`config.mk`:
```
export PLATFORM = sky130hd
export DESIGN_NAME = axis_join_arbiter
export DESIGN_NICKNAME = d
export VERILOG_FILES = /design/src/rtl/axis_join_pkg.sv /design/src/rtl/axis_skid_reg.sv /design/src/rtl/axis_join_arbiter.sv
export SDC_FILE = /design/constraint.sdc
export NUM_CORES = 1
export LEC_CHECK = 0
export ABC_AREA = 1
export CAP_MARGIN = 20
export CORE_UTILIZATION = 39
export CTS_BUF_LIST = sky130_fd_sc_hd__clkbuf_8
export CTS_CLUSTER_DIAMETER = 100
export DETAILED_ROUTE_END_ITERATION = 8
export PLACE_DENSITY = 0.77
export SLEW_MARGIN = 20
export SYNTH_ARGS = -nofsm -noshare
export SYNTH_HDL_FRONTEND = slang
export SYNTH_SLANG_ARGS = --single-unit
```
`constraint.sdc`:
```
create_clock -name clk -period 1.94 [get_ports clk]
set_input_delay 0.291 -clock clk [delete_from_list [all_inputs] [get_ports clk]]
set_output_delay 0.291 -clock clk [all_outputs]
set_load 0.02 [all_outputs]
```
`src/rtl/axis_join_pkg.sv`:
```
// axis_join_pkg: state encoding and round-robin selection shared by the join arbiter.
package axis_join_pkg;

  localparam int RR_MAX = 8;
  localparam int RR_W   = 3;

  typedef enum logic {
    JOIN_IDLE = 1'b0,
    JOIN_BUSY = 1'b1
  } join_state_e;

  // First set bit of req at or above ptr, wrapping around. Callers zero-extend
  // narrower request vectors, so wrapping at RR_MAX matches wrapping at S_COUNT.
  function automatic logic [RR_W-1:0] rr_select(input logic [RR_MAX-1:0] req,
                                                input logic [RR_W-1:0]   ptr);
    logic [RR_W-1:0] sel;
    logic [RR_W-1:0] idx;
    logic            found;
    sel   = ptr;
    found = 1'b0;
    for (int k = 0; k < RR_MAX; k++) begin
      idx = ptr + RR_W'(k);
      if (!found && req[idx]) begin
        sel   = idx;
        found = 1'b1;
      end
    end
    return sel;
  endfunction

endpackage

```
`src/rtl/axis_skid_reg.sv`:
```
// axis_skid_reg: 2-entry AXI-Stream skid buffer (output register + temp register).
// Input ready is fully registered, so there is no combinational path from
// m_ready to s_ready; one extra beat can land in the temp slot on a stall.
module axis_skid_reg #(
  parameter int WIDTH = 65
) (
  input  logic             clk,
  input  logic             rst,
  input  logic [WIDTH-1:0] s_data,
  input  logic             s_valid,
  output logic             s_ready,
  output logic [WIDTH-1:0] m_data,
  output logic             m_valid,
  input  logic             m_ready
);

  logic [WIDTH-1:0] out_data_q, out_data_d;
  logic [WIDTH-1:0] tmp_data_q, tmp_data_d;
  logic             out_valid_q, out_valid_d;
  logic             tmp_valid_q, tmp_valid_d;
  logic             ready_q, ready_d;

  // Steer an incoming beat into the output or temp slot; refill output from temp.
  always_comb begin
    out_data_d  = out_data_q;
    tmp_data_d  = tmp_data_q;
    out_valid_d = out_valid_q;
    tmp_valid_d = tmp_valid_q;
    ready_d     = m_ready | (!tmp_valid_q & (!out_valid_q | !s_valid));
    if (ready_q) begin
      if (m_ready || !out_valid_q) begin
        out_valid_d = s_valid;
        if (s_valid) out_data_d = s_data;
      end else begin
        tmp_valid_d = s_valid;
        if (s_valid) tmp_data_d = s_data;
      end
    end else if (m_ready) begin
      out_valid_d = tmp_valid_q;
      out_data_d  = tmp_data_q;
      tmp_valid_d = 1'b0;
    end
  end

  // Register both slots; reset empties the buffer and drops its contents.
  always_ff @(posedge clk) begin
    if (rst) begin
      out_data_q  <= '0;
      tmp_data_q  <= '0;
      out_valid_q <= 1'b0;
      tmp_valid_q <= 1'b0;
      ready_q     <= 1'b0;
    end else begin
      out_data_q  <= out_data_d;
      tmp_data_q  <= tmp_data_d;
      out_valid_q <= out_valid_d;
      tmp_valid_q <= tmp_valid_d;
      ready_q     <= ready_d;
    end
  end

  assign s_ready = ready_q;
  assign m_data  = out_data_q;
  assign m_valid = out_valid_q;

endmodule

```
`src/rtl/axis_join_arbiter.sv`:
```
// axis_join_arbiter: packet-atomic round-robin merge of S_COUNT AXI-Stream inputs.
// Optional macro AXIS_JOIN_TID_EN adds m_axis_tid carrying each beat's source index.
//
//   state     | meaning
//   ----------+-----------------------------------------------------------
//   JOIN_IDLE | no grant; one dead cycle used to pick the next requester
//   JOIN_BUSY | grant_q owns the output until its tlast beat is accepted
module axis_join_arbiter #(
  parameter int S_COUNT    = 3,
  parameter int DATA_WIDTH = 64
) (
  input  logic                          clk,
  input  logic                          rst,
  input  logic [S_COUNT-1:0]            ien,
  input  logic [S_COUNT*DATA_WIDTH-1:0] s_axis_tdata,
  input  logic [S_COUNT-1:0]            s_axis_tlast,
  input  logic [S_COUNT-1:0]            s_axis_tvalid,
  output logic [S_COUNT-1:0]            s_axis_tready,
  output logic [DATA_WIDTH-1:0]         m_axis_tdata,
  output logic                          m_axis_tlast,
  output logic                          m_axis_tvalid,
  input  logic                          m_axis_tready,
  output logic                          busy
`ifdef AXIS_JOIN_TID_EN
  ,
  output logic [$clog2(S_COUNT)-1:0]    m_axis_tid
`endif
);

  import axis_join_pkg::*;

`ifdef AXIS_JOIN_TID_EN
  localparam int TID_W  = $clog2(S_COUNT);
  localparam int SKID_W = DATA_WIDTH + 1 + TID_W;
`else
  localparam int SKID_W = DATA_WIDTH + 1;
`endif

  join_state_e         state_q, state_d;
  logic [RR_W-1:0]     grant_q, grant_d;
  logic [RR_W-1:0]     rr_q, rr_d;
  logic [S_COUNT-1:0]  req;
  logic                sel_valid, sel_last;
  logic [DATA_WIDTH-1:0] sel_data;
  logic                skid_s_valid, skid_s_ready;
  logic [SKID_W-1:0]   skid_s_data, skid_m_data;

  assign req  = s_axis_tvalid & ien;
  assign busy = (state_q == JOIN_BUSY);

  // Select the granted input's beat.
  always_comb begin
    sel_valid = 1'b0;
    sel_last  = 1'b0;
    sel_data  = '0;
    for (int i = 0; i < S_COUNT; i++) begin
      if (grant_q == RR_W'(i)) begin
        sel_valid = s_axis_tvalid[i];
        sel_last  = s_axis_tlast[i];
        sel_data  = s_axis_tdata[i*DATA_WIDTH +: DATA_WIDTH];
      end
    end
  end

  // Arbitrate in IDLE, then pass the granted input through until its tlast transfers.
  always_comb begin
    state_d       = state_q;
    grant_d       = grant_q;
    rr_d          = rr_q;
    skid_s_valid  = 1'b0;
    s_axis_tready = '0;
    case (state_q)
      JOIN_IDLE: begin
        if (|req) begin
          grant_d = rr_select(RR_MAX'(req), rr_q);
          state_d = JOIN_BUSY;
        end
      end
      JOIN_BUSY: begin
        skid_s_valid = sel_valid;
        for (int i = 0; i < S_COUNT; i++) begin
          if (grant_q == RR_W'(i)) s_axis_tready[i] = skid_s_ready;
        end
        if (sel_valid && skid_s_ready && sel_last) begin
          state_d = JOIN_IDLE;
          rr_d    = (grant_q == RR_W'(S_COUNT - 1)) ? '0 : grant_q + RR_W'(1);
        end
      end
      default: state_d = JOIN_IDLE;
    endcase
  end

  // State, grant and round-robin pointer registers.
  always_ff @(posedge clk) begin
    if (rst) begin
      state_q <= JOIN_IDLE;
      grant_q <= '0;
      rr_q    <= '0;
    end else begin
      state_q <= state_d;
      grant_q <= grant_d;
      rr_q    <= rr_d;
    end
  end

`ifdef AXIS_JOIN_TID_EN
  assign skid_s_data = {grant_q[TID_W-1:0], sel_last, sel_data};
  assign {m_axis_tid, m_axis_tlast, m_axis_tdata} = skid_m_data;
`else
  assign skid_s_data = {sel_last, sel_data};
  assign {m_axis_tlast, m_axis_tdata} = skid_m_data;
`endif

  axis_skid_reg #(
    .WIDTH(SKID_W)
  ) u_skid (
    .clk    (clk),
    .rst    (rst),
    .s_data (skid_s_data),
    .s_valid(skid_s_valid),
    .s_ready(skid_s_ready),
    .m_data (skid_m_data),
    .m_valid(m_axis_tvalid),
    .m_ready(m_axis_tready)
  );

endmodule

```
Yosys cells after proc, flatten, opt, wreduce, memory -nomap -nowiden

Index checks and enable logic that the tools add are counted.

Equal/unequal tests: 5
Magnitude comparators: 8
Bitwise gates (word level): 6
Multiplexer cells: 72
Reduce and logical (&&, ||, !) cells: 29
Add/subtract/negate cells: 8

Operators with widths:

| cell                                                       | count |
|---|---|
| 2-to-1 mux 65 bit                                          | 4 |
| 2-to-1 mux 64 bit                                          | 3 |
| 2-to-1 mux 1 bit                                           | 47 |
| less-than comparator 3 x 4 -> 1 bit, second input constant | 8 |
| 2-to-1 mux 3 bit                                           | 9 |
| binary-select mux 1 bit (select 3 bit)                     | 8 |
| adder 3 bit, second input constant                         | 4 |
| logical NOT 1 bit                                          | 10 |
| logical AND 1 bit                                          | 9 |
| AND reduction 2 bit                                        | 4 |
| adder 3 x 1 -> 3 bit, second input constant                | 2 |
| adder 3 x 2 -> 3 bit, second input constant                | 2 |
| AND reduction 3 bit                                        | 2 |
| inequality test 2 bit, second input constant               | 2 |
| AND 3 bit                                                  | 1 |
| equality test 3 x 1 -> 1 bit, second input constant        | 1 |
| equality test 3 x 2 -> 1 bit, second input constant        | 1 |
| logical NOT 3 bit                                          | 1 |
| OR reduction 3 bit                                         | 1 |
| inequality test 2 x 1 -> 1 bit, second input constant      | 1 |
| NOT 1 bit                                                  | 2 |
| bitwise OR 1 bit                                           | 2 |
| one-hot mux 1 bit (2 select lines)                         | 1 |
| nonzero test 2 bit                                         | 1 |
| 2 further kinds                                            | 2 |

Register bits after elaboration: 140
Input bits: 204
Logic and storage cells: 136
Output and inout bits: 70

Depth between registers and ports, before layout

Word-level depth: 39
Mapped depth: 18
Mapped depth without buffers: 17

By module

From an unflattened synthesis, not the netlist that was laid out.

Cells, all modules: 1,417
Area total of the unflattened synthesis: 8,383.0 sq um

By module, submodules not included:

| module            | times used | sequential area each (sq um) | cells an instance | area an instance (sq um) |
|---|---|---|---|---|
| axis_skid_reg     | 1          | 2,662.6                      | 990               | 6,092.1 |
| axis_join_arbiter | 1          | 140.1                        | 427               | 2,290.9 |

Least setup slack after synthesis

No wires, ideal clock.

Path type: register -> register
From: reg rr_q[1]
To: reg grant_q[0]
Library setup time: 0.120 ns
Path slack: -0.102 ns
Arrival time: 1.922 ns
Path buffers: 1
Period minus slack after synthesis: 2.042 ns
Cell stages (with the launch flop): 13
Data required time: 1.820 ns
Path through: dfxtp_1 > buf_2 > inv_1 > ha_1 > inv_1 > nand3_1 > nand3_1 > nand3_1 > nor3b_2 > nand3_1 > nand3_1 > xor2_1 > a21oi_1

Cells in the longest elaborated chain, start to end: 38
Elaborated cells between the ends (all ways): 65
Classes of those cells: add/sub (7); mux (44); reduce/logical (14)

RTL lines:

| what                                   | line                     | source |
|---|---|---|
| start, declared                        | axis_join_arbiter.sv:41  | `logic [RR_W-1:0] rr_q, rr_d;` |
| start signal, assigned                 | axis_join_arbiter.sv:102 | `rr_q <= rr_d;` |
| binary-select mux 1 bit (select 3 bit) | axis_join_pkg.sv:23      | `if (!found && req[idx]) begin` |
| 2-to-1 mux 1 bit (not written as such) | axis_join_pkg.sv:23      |  |
| 2-to-1 mux 1 bit                       | axis_join_pkg.sv:23      |  |
| 2-to-1 mux 1 bit                       | axis_join_arbiter.sv:74  | `if (\|req) begin` |
| 2-to-1 mux 1 bit                       | axis_join_arbiter.sv:72  | `case (state_q)` |
| logical NOT 1 bit                      | axis_join_pkg.sv:23      |  |
| logical AND 1 bit                      | axis_join_pkg.sv:23      |  |
| 2-to-1 mux 1 bit                       | axis_join_pkg.sv:23      |  |
| [... 22 more ...]                      | n/a                      |  |
| logical NOT 1 bit                      | axis_join_pkg.sv:23      |  |
| logical AND 1 bit                      | axis_join_pkg.sv:23      |  |
| 2-to-1 mux 1 bit                       | axis_join_pkg.sv:23      |  |
| 2-to-1 mux 1 bit                       | axis_join_arbiter.sv:74  |  |
| 2-to-1 mux 1 bit                       | axis_join_arbiter.sv:72  |  |
| logical NOT 1 bit                      | axis_join_pkg.sv:23      |  |
| logical AND 1 bit                      | axis_join_pkg.sv:23      |  |
| 2-to-1 mux 3 bit *                     | axis_join_pkg.sv:23      |  |
| end signal, assigned                   | axis_join_arbiter.sv:101 | `grant_q <= grant_d;` |
| end, declared                          | axis_join_arbiter.sv:40  | `logic [RR_W-1:0] grant_q, grant_d;` |

Mark *: on every way between the ends. The rest lies on a longest branch, timed or not. The select of a mux whose other input is x is not followed.
A chain may end at the register's enable or synchronous reset.

Worst setup path in the final report

From: reg grant_q[0]
To: reg u_skid.out_data_q[7], in the netlist u_skid.m_data[7]

Cells in the longest elaborated chain, start to end: 7
Elaborated cells between the ends (all ways): 15
Classes of those cells: eq/ne (3); mux (10); reduce/logical (2)

RTL lines:

| what                                                                          | line                                         | source |
|---|---|---|
| logical NOT 3 bit                                                             | axis_join_arbiter.sv:57                      | `if (grant_q == RR_W'(i)) begin` |
| 2-to-1 mux 1 bit or 2-to-1 mux 64 bit (tied branches) (3 in series)           | axis_join_arbiter.sv:57                      |  |
| 2-to-1 mux 1 bit or 2-to-1 mux 65 bit (tied branches)                         | axis_join_arbiter.sv:72, axis_skid_reg.sv:33 |  |
| inequality test 2 x 1 -> 1 bit (no line) or 2-to-1 mux 65 bit (tied branches) | n/a                                          |  |
| AND reduction 3 bit (no line) or 2-to-1 mux 65 bit (tied branches)            | n/a                                          |  |
| end signal, assigned                                                          | axis_skid_reg.sv:54                          | `out_data_q <= out_data_d;` |
| end, declared                                                                 | axis_skid_reg.sv:17                          | `logic [WIDTH-1:0] out_data_q, out_data_d;` |

Parallel ways exist; a longest one is shown, timed or not. The select of a mux whose other input is x is not followed.

==> metrics.md <==
| Metric | Value |
|---|---|
| Fillers | 1504 |
| # DRC | 0 |
| Leakage | 4.45 nW |
| Hold Path Class | register to register |
| Synth warn | 0 |
| FMAX | 0.499 GHz |
| Multi-input gate area | 3910 um^2 |
| Worst Path Arrival | 2.33 ns |
| # rows | 48 |
| DRT Pass-1 Iters | 5 |
| Count of pins over their slew limit | 0 |
| Post-Syn Area | 6890 um^2 |
| Synthesized area per cell | 6.48 um^2 |
| CP peak stage delay | 0.37 ns |
| Outcome | complete, but fails checks |
| Fin crit share | 1.03 |
| Syn Nets | 1270 |
| Dpl hpwl | 14.6 mm |
| Fin util | 0.645 |
| WHS | 0.462 ns |
| Drt wl/cell | 15.5 um |
| CTS root buf | clkbuf_8 |
| Final Setup Violations | 57 |
| Number of global-route vias before repair | 6933 |
| Clk network pwr share | 0.330 |
| Switching share of power | 0.300 |
| PnR worst setup slack | -0.0622 ns |
| Yosys cell types | 30 |
| Most frequent CP cell | nor2_4 |
| Routed WL | 24.4 mm |
| Placed Cells incl. Taps | 1520 |
| Vias per cell | 5.18 |
| Hold Vio Cnt, Final | 0 |
| Initial core utilization | 0.399 |
| Failing checks | setup timing |
| Synth Register Bits | 140 |
| Final nets | 1543 |
| Max FO, Critical Path | 8 |
| Worst endpoint required time | 2.26 ns |
| Max-Cap Viols | 0 |
| Worst Max-Slew Pin Slew | 0.452 ns |
| Reg area | 2820 um^2 |
| CTS tree | yes |
| Slew margin rel. | 0.699 |
| Clk_lat worst skew | 0.44 ns |
| Die span in y | 135 um |
| Post-DRT Antenna Nets | 0 |
| Routability cong. | 0.892 |
| Sequential element share of the synthesized area | 0.407 |
| H-tree depth | 4 |
| Largest net degree at the start of global routing | 67 |
| Clk_skew | 0.00881 ns |
| Hold_buf cts | 0 |
| Sequential Power Share | 0.377 |
| Startpoint types | register |
| Clock transition at path regs | 0.08 ns |
| Sw power | 2.49 mW |
| Cell count after synthesis | 1064 |
| Via count | 8164 |
| Crit path time final | 2.00 ns |
| Full die area | 18200 um^2 |
| Drt first-iter violations | 595 |
| Initial antenna violation count | 0 |
| P_int | 5.82 mW |
| Core Area | 17300 um^2 |
| Share of layout cells above drive strength 1 | 0.110 |
| Antenna cells | 0 |
| Final cell count without fillers | 1575 |
| Crit path cell chain | inv_4, nand2_4, nor2_4, a22oi_2, nand2_1, o21ai_2, nor2_4, nand2_2, a21oi_4, buf_12, buf_8, clkbuf_16, a31oi_1 |
| Gr ovfl total | 0 |
| Clock Path Buffers | 2 |
| Pre-CTS WS | -0.182 ns |
| Area Overhead vs Synth | 61.8% |
| Buffers on Ports | 273 |
| Comb power frac | 0.294 |
| Post-route design area | 11200 um^2 |
| Tot GR Track Use | 0.236 |
| DIE WIDTH | 135 um |
| RSZ-0062 raised after global routing | true |
| Critical Setup Path Class | register to register |
| Post-place instance area | 10000 um^2 |
| First-pass GRT wire length | 34.3 mm |
| Ports | 274 |
| Clock sink count | 140 |
| PwrDens | 745 nW/um^2 |
| CP top delay family | buffers and inverters |
| Worst path slowest cell | dfxtp_4 |
| Crit path buf inv count | 4 |
| CTS buffer count | 17 |
| Crit. End Element | register |
| Max VDD drop | 409 uV |
[Yosys cell counts, drive strengths merged]
master,instances,area [um^2]
a211oi,1,7.51
a21oi,24,131
a221o,1,10.0
a22oi,1,7.51
a31oi,66,413
buf,32,178
clkbuf,47,178
clkinv,1,3.75
dfxtp,140,2800
ha,2,25.0
inv,28,105
nand2,387,1460
nand3,88,440
nand4,5,31.3
nor2,114,440
nor3,3,15.0
nor3b,1,12.5
o21ai,118,591
o221ai,1,8.76
xnor2,2,17.5
xor2,2,17.5
[kinds of logic (layout without fill, tap and decap cells)]
group	count (synthesis)	count (layout)	synth area share
compound gates	212	212	0.170
xor+xnor	4	4	0.00508
fa+ha+maj	2	2	0.00363
buf+inv	108	394	0.0673
flops	140	140	0.407
simple gates	598	598	0.348
[worst paths after layout]
kind                                           start                   end  slack [ns]  depth (start not counted)
worst max-delay path                      grant_q[0]      u_skid.m_data[7]       -0.06                         13
worst min-delay path            u_skid.tmp_data_q[0]  u_skid.tmp_data_q[0]        0.46                          2
worst max register to register            grant_q[0]      u_skid.m_data[7]       -0.06                         13
worst min register to register  u_skid.tmp_data_q[0]  u_skid.tmp_data_q[0]        0.46                          2
[metal layers]
metal / global-route usage / share of wire / vias up
met3: 0.0691 / 0.067 / 26
met5: 0 / 0 / -
met4: 0.0618 / 0.014 / 0
li1: - / - / 4055
met2: 0.406 / 0.49 / 295
met1: 0.287 / 0.43 / 3788
[final cells by class]
type / count / area share
Timing Repair Buffer: 333 / 0.319
Sequential cell: 140 / 0.253
Inverter: 29 / 0.0109
Clock buffer: 20 / 0.0247
Multi-Input combinational cell: 816 / 0.351
Tap cell: 225 / 0.0252
Clock inverter: 12 / 0.0173
[repair_timing]
item / in CTS / in global routing
setup endpoints to repair: 69 / 137
cloned: 0 / 12
setup buffers: 1 / 10
hold endpoints to repair: 0 / 0
resized for setup: 10 / 91
pin swaps: 1 / 18
[worst min-delay path: stages (launching register included)]
cell and delay [ns]:
dfxtp_1 0.31, nand2_1 0.06, a21oi_1 0.05
[power by group through the flow]
| stage | Combinational [mW] | Clock (mW) | Sequential, mW |
|---|---|---|---|
| floorplan | 0.912 | 0 | 3.35 |
| global placement | 2.12 | 0 | 3.18 |
| detailed placement | 2.14 | 0 | 3.18 |
| CTS | 2.15 | 2.76 | 3.13 |
| global route | 2.64 | 2.91 | 3.15 |
| finish | 2.44 | 2.74 | 3.13 |
[layout by cell type (no fill, tap or decap), drive strengths merged, types with 2 or more instances in the layout]
| master | synthesis | layout |
|---|---|---|
| nor2 | 114 | 114 |
| xnor2 | 2 | 2 |
| bufinv | 0 | 5 |
| nand4 | 5 | 5 |
| o21ai | 118 | 118 |
| nor3 | 3 | 3 |
| clkinvlp | 0 | 2 |
| clkdlybuf4s50 | 0 | 270 |
| dfxtp | 140 | 140 |
| ha | 2 | 2 |
| a31oi | 66 | 66 |
| clkinv | 1 | 4 |
| buf | 32 | 52 |
| a21oi | 24 | 24 |
| clkbuf | 47 | 29 |
| nand2 | 387 | 387 |
| inv | 28 | 30 |
| xor2 | 2 | 2 |
| dlygate4sd2 | 0 | 2 |
| nand3 | 88 | 88 |
[registers in the layout, indices dropped and copies added (netlist names)]
signal	cells
busy	1
grant_q	3
rr_q	3
u_skid.m_data	65
u_skid.m_valid	1
u_skid.s_ready	1
u_skid.tmp_data_q	65
u_skid.tmp_valid_q	1
[stage by stage]
step | power, mW | TNS [ns]
after floorplan | 4.26 | 0
after global placement | 5.31 | -11.22
after detailed placement | 5.32 | -14.06
after CTS | 8.04 | -0.0266
after global routing | 8.69 | -13.78
final | 8.31 | -2.14
No activity file was read; power rests on OpenSTA's default activity.
